<file path="config.mk">
export PLATFORM = sky130hd
export DESIGN_NAME = kbd_event_fifo
export DESIGN_NICKNAME = d
export VERILOG_FILES = /design/src/rtl/kbd_pkg.sv /design/src/rtl/kbd_sync_fifo.sv /design/src/rtl/kbd_event_fifo.sv
export SDC_FILE = /design/constraint.sdc
export NUM_CORES = 1
export LEC_CHECK = 0
export ABC_AREA = 1
export BUFFER_PORTS_ARGS = -buffer_cell sky130_fd_sc_hd__buf_2
export CAP_MARGIN = 20
export CELL_PAD_IN_SITES_DETAIL_PLACEMENT = 1
export CELL_PAD_IN_SITES_GLOBAL_PLACEMENT = 1
export CORE_ASPECT_RATIO = 0.6
export CORE_MARGIN = 2
export CORE_UTILIZATION = 30
export CTS_CLUSTER_DIAMETER = 120
export DETAILED_ROUTE_END_ITERATION = 10
export GPL_ROUTABILITY_DRIVEN = 0
export PLACE_DENSITY = 0.59
export SLEW_MARGIN = 20
export SYNTH_ARGS = -nofsm -noshare
export SYNTH_HDL_FRONTEND = slang
export SYNTH_SLANG_ARGS = --single-unit
</file>
<file path="constraint.sdc">
create_clock -name clk -period 2.8 [get_ports clk]
set_input_delay 0 -clock clk [delete_from_list [all_inputs] [get_ports clk]]
set_output_delay 0 -clock clk [all_outputs]
set_load 0.02 [all_outputs]
</file>
<file path="src/rtl/kbd_pkg.sv">
// Shared constants and helpers for the key event path.
// Consumers decode ev_code against the KEYn constants.
package kbd_pkg;

  localparam int NKEY   = 4;
  localparam int CODE_W = $clog2(NKEY);

  localparam logic [CODE_W-1:0] KEY0 = CODE_W'(0);
  localparam logic [CODE_W-1:0] KEY1 = CODE_W'(1);
  localparam logic [CODE_W-1:0] KEY2 = CODE_W'(2);
  localparam logic [CODE_W-1:0] KEY3 = CODE_W'(3);

  // Expects a one-hot or zero input; zero encodes to index 0.
  function automatic logic [CODE_W-1:0] onehot_to_idx(input logic [NKEY-1:0] oh);
    logic [CODE_W-1:0] idx;
    idx = '0;
    for (int i = 0; i < NKEY; i++) begin
      if (oh[i]) idx = idx | CODE_W'(i);
    end
    return idx;
  endfunction

endpackage

</file>
<file path="src/rtl/kbd_sync_fifo.sv">
// Single-clock first-word fall-through FIFO with occupancy count.
// A write into a full FIFO is accepted when a read fires in the same cycle.
module kbd_sync_fifo #(
  parameter int WIDTH = 2,
  parameter int DEPTH = 8,
  localparam int CNT_W = $clog2(DEPTH + 1),
  localparam int PTR_W = $clog2(DEPTH)
) (
  input  logic             clk,
  input  logic             rstn,
  input  logic             wr_en,
  input  logic [WIDTH-1:0] wr_data,
  input  logic             rd_en,
  output logic [WIDTH-1:0] rd_data,
  output logic [CNT_W-1:0] count
);

  logic [WIDTH-1:0] mem [DEPTH];
  logic [PTR_W-1:0] wr_ptr;
  logic [PTR_W-1:0] rd_ptr;
  logic             rd_fire;
  logic             wr_fire;

  assign rd_fire = rd_en && (count != '0);
  assign wr_fire = wr_en && ((count != CNT_W'(DEPTH)) || rd_fire);
  assign rd_data = mem[rd_ptr];

  // Memory is reset so the head reads as 0 while empty.
  always_ff @(posedge clk or negedge rstn) begin
    if (!rstn) begin
      mem    <= '{default: '0};
      wr_ptr <= '0;
      rd_ptr <= '0;
      count  <= '0;
    end else begin
      if (wr_fire) begin
        mem[wr_ptr] <= wr_data;
        wr_ptr      <= wr_ptr + PTR_W'(1);
      end
      if (rd_fire) rd_ptr <= rd_ptr + PTR_W'(1);
      case ({wr_fire, rd_fire})
        2'b10:   count <= count + CNT_W'(1);
        2'b01:   count <= count - CNT_W'(1);
        default: count <= count;
      endcase
    end
  end

endmodule

</file>
<file path="src/rtl/kbd_event_fifo.sv">
// Captures key press pulses into pending flags and queues them as key codes.
// Fixed-priority arbitration (lowest key first), one FIFO write per cycle.
module kbd_event_fifo
  import kbd_pkg::*;
#(
  parameter int DEPTH = 8,
  localparam int CNT_W = $clog2(DEPTH + 1)
) (
  input  logic              clk,
  input  logic              rstn,
  input  logic [NKEY-1:0]   key_pulse,
  output logic              ev_valid,
  output logic [CODE_W-1:0] ev_code,
  input  logic              ev_ready,
  output logic [CNT_W-1:0]  ev_count,
  output logic              ovf,
  input  logic              ovf_clr
);

  logic [NKEY-1:0] pend;
  logic [NKEY-1:0] lowest;
  logic [NKEY-1:0] grant;
  logic            pop;
  logic            wr_ok;
  logic            drop;

  assign ev_valid = (ev_count != '0);
  assign pop      = ev_valid && ev_ready;
  assign wr_ok    = (ev_count < CNT_W'(DEPTH)) || pop;
  assign lowest   = pend & (~pend + NKEY'(1));
  assign grant    = wr_ok ? lowest : '0;
  // A repeat press of a key still waiting in pend is merged and lost.
  assign drop     = |(key_pulse & pend & ~grant);

  always_ff @(posedge clk or negedge rstn) begin
    if (!rstn) begin
      pend <= '0;
      ovf  <= 1'b0;
    end else begin
      pend <= (pend & ~grant) | key_pulse;
      if (drop)         ovf <= 1'b1;
      else if (ovf_clr) ovf <= 1'b0;
    end
  end

  kbd_sync_fifo #(
    .WIDTH (CODE_W),
    .DEPTH (DEPTH)
  ) u_fifo (
    .clk     (clk),
    .rstn    (rstn),
    .wr_en   (|grant),
    .wr_data (onehot_to_idx(grant)),
    .rd_en   (pop),
    .rd_data (ev_code),
    .count   (ev_count)
  );

endmodule

</file>
==> metrics.txt <==
most frequent cells in the layout nand2_1, dfrtp_1, inv_1, o21ai_0, buf_2; nature of the critical path startpoint flop; final core utilization 0.372; Adder-Cell Fraction of Synth Area 0.0427; period utilization 0.869; XOR/XNOR Fraction of Synth Area 0.0267; Die W 99.4 um; placed cells 273; ANT cells 0; average wire per standard cell 14.5 um; NetSw 1.01 mW; reg2reg end u_fifo.count[3]; Primary FF master, synth dfrtp_1; worst skew pair latency 0.29 ns; Async SR Flop Fraction 1.00; run status finished, final reports clean; Max Root-Sink Buffers 2; min Tclk post-route 2.43 ns; Total Nets Final 232; maxcap violations 0; DRC 0; GRT Residual Overflow 0; Final HPWL DP 3130 um; CP max FO 7; Die Ht 61.3 um; Pre-antenna DRT Iters 4; Worst-path clk slew 0.07 ns; fin worst setup slack 0.368 ns; RSZ-0062 raised after global routing false; simple-gate portion of the synthesized area 0.225; clock root cell clkbuf_8; Compound-Gate Fraction of Synth Area 0.166; average size of a mapped cell 8.45 um2; Min-Delay Startpoint ev_ready; Mapped Area 0.00164 mm2; R2R cell count 16; Post-synth EDFFs 0; Max Clk Rate 411 MHz; endpoints failing setup 0; first-pass GRT wire length 7310 um; Non-Filler Instances 285; H-Tree Depth 2; area grow syn2layout 17.1%; Max Slew Vio Count 0; RR Startpoint u_fifo.count[3]; flops & latches, synth 31; WHS Path Cells 3; largest family of logic cells by synthesized area simple AND/OR/NAND/NOR gates; worst path arrival time 2.60 ns; sequential-to-total area share from yosys stat 0.473; placed cell areas 0.00178 mm2; Net Sw Frac 0.462; Required @ worst endpoint 2.97 ns; vias in the first global route 1,491; Power Total 2.18 mW; Comb pwr share 0.475; kind of critical path flop to flop; Clock Sinks 31; Hold Path Sink u_fifo.rd_ptr[0]; Detailed Route WL 4150 um; Peak VDD IR 0.293 mV; PD cells 1130 mW/mm2; fraction of layout cells with a size suffix above 1 0.164; Leakage Power 0.970 nW; Initial Util 0.318; Vias/cell 4.75; largest net degree at the start of global routing 32; Unique masters post-synth 26; area of the die 0.00609 mm2; share of power burned in the clock network 0.167; Setup Skew 0.00820 ns; CP Capture Type flop; Hold Violations, Final 0; cell count after synthesis 194; CTS Buf Count 5; Slew HR 0.507; I/O pins 16; Int Pwr 1.17 mW; hold_ws 0.0276 ns; CTS tree yes; antenna violations before repair 0; worst hold path class input port to flop; core footprint 0.00515 mm2; PortBufs 15; Iteration-0 DRC Markers 54; post-CTS setup buffer count 0; Final ANT Viol Nets 0; R2R setup slack 0.37 ns; worst slew pin tran 0.739 ns; commonest non-fill, non-tap cell in the layout nand2_1; post_cts resized 0; fraction of synthesized area in multiplexers 0; pre-CTS WS 0.353 ns; Seq pwr share 0.358; syn_nets 207; Yosys Warn Count 0; standard-cell rows 20; Global Route Usage Sum 0.162; fin area 0.00192 mm2; final setup TNS 0 ns; DR vias 1,355
## cell type report
class	count	area [um2]
Inverter	25	93.8
Clock inverter	1	5.00
Fill cell	605	3240
Multi-Input combinational cell	136	754
Sequential cell	31	776
Timing Repair Buffer	20	125
Tap cell	66	82.6
Clock buffer	6	82.6
## Yosys cell counts (2+ instances only)
cell type | n | share of area
nand2_1 | 49 | 0.11
dfrtp_1 | 31 | 0.47
inv_1 | 24 | 0.055
o21ai_0 | 17 | 0.052
nor2_1 | 13 | 0.030
a21oi_1 | 11 | 0.034
nand3_1 | 7 | 0.021
o21ai_2 | 5 | 0.027
a31oi_1 | 4 | 0.015
ha_1 | 4 | 0.031
o21ai_1 | 4 | 0.012
xor2_1 | 4 | 0.021
a21o_1 | 3 | 0.014
nand2_2 | 3 | 0.011
nand4_1 | 2 | 0.0076
nor2_2 | 2 | 0.0076
nor2_8 | 2 | 0.024
## registers in the layout, indices dropped and copies added, names as in the netlist
signal         count
u_fifo.wr_ptr      3
pend               4
ovf                1
u_fifo.count       4
u_fifo.mem        16
u_fifo.rd_ptr      3
## power groups by stage
stage | clock (mW) | combinational [mW] | sequential, mW
2_1_floorplan | 0 | 0.765 | 0.771
3_3_place_gp | 0 | 1.01 | 0.778
3_5_place_dp | 0 | 1.04 | 0.793
4_1_cts | 0.381 | 1.06 | 0.784
5_1_grt | 0.401 | 1.20 | 0.811
6_report | 0.364 | 1.03 | 0.780
## worst max-delay path by stage
stage               startpoint         endpoint  cells after the start
5_1_grt        u_fifo.count[3]  u_fifo.count[3]                     16
4_1_cts        u_fifo.count[3]  u_fifo.count[3]                     16
2_1_floorplan  u_fifo.count[3]  u_fifo.count[3]                     16
3_5_place_dp   u_fifo.count[3]  u_fifo.count[3]                     16
3_3_place_gp   u_fifo.count[0]  u_fifo.count[3]                     16
6_report       u_fifo.count[3]  u_fifo.count[3]                     16
## metal layers
metal  wire, um  vias to the layer above  global-route usage
li1           -                      674                   -
met1       2120                      657               0.214
met2       1810                       17               0.264
met3        157                        7              0.0409
met4         59                        0              0.0587
met5          0                        -                   0
## cell families (layout without fill, tap and decap cells)
kind of cell / Yosys count / count (layout)
simple gates: 80 / 80
fa+ha+maj: 5 / 5
buf+inv: 27 / 52
compound gates: 46 / 46
flops: 31 / 31
xor+xnor: 5 / 5
## worst max-delay path, cell delays in order, from the launching register on
cell	delay (ns)
dfrtp_1	0.44
nor2_1	0.15
nand2_2	0.09
nand2_4	0.10
nand2_2	0.11
o31ai_2	0.13
nand2_1	0.21
inv_1	0.13
ha_1	0.27
nand2_1	0.08
nand2_1	0.05
a31oi_1	0.21
inv_1	0.06
nand3_1	0.10
nand3_1	0.08
nand2_1	0.07
nand2_1	0.05
## repair_timing
| action | CTS | global route |
|---|---|---|
| hold buffers | 5 | 0 |
| hold endpoints to repair | 36 | 0 |
| setup endpoints to repair | 0 | 0 |
Power figures use the tool's default switching activity.
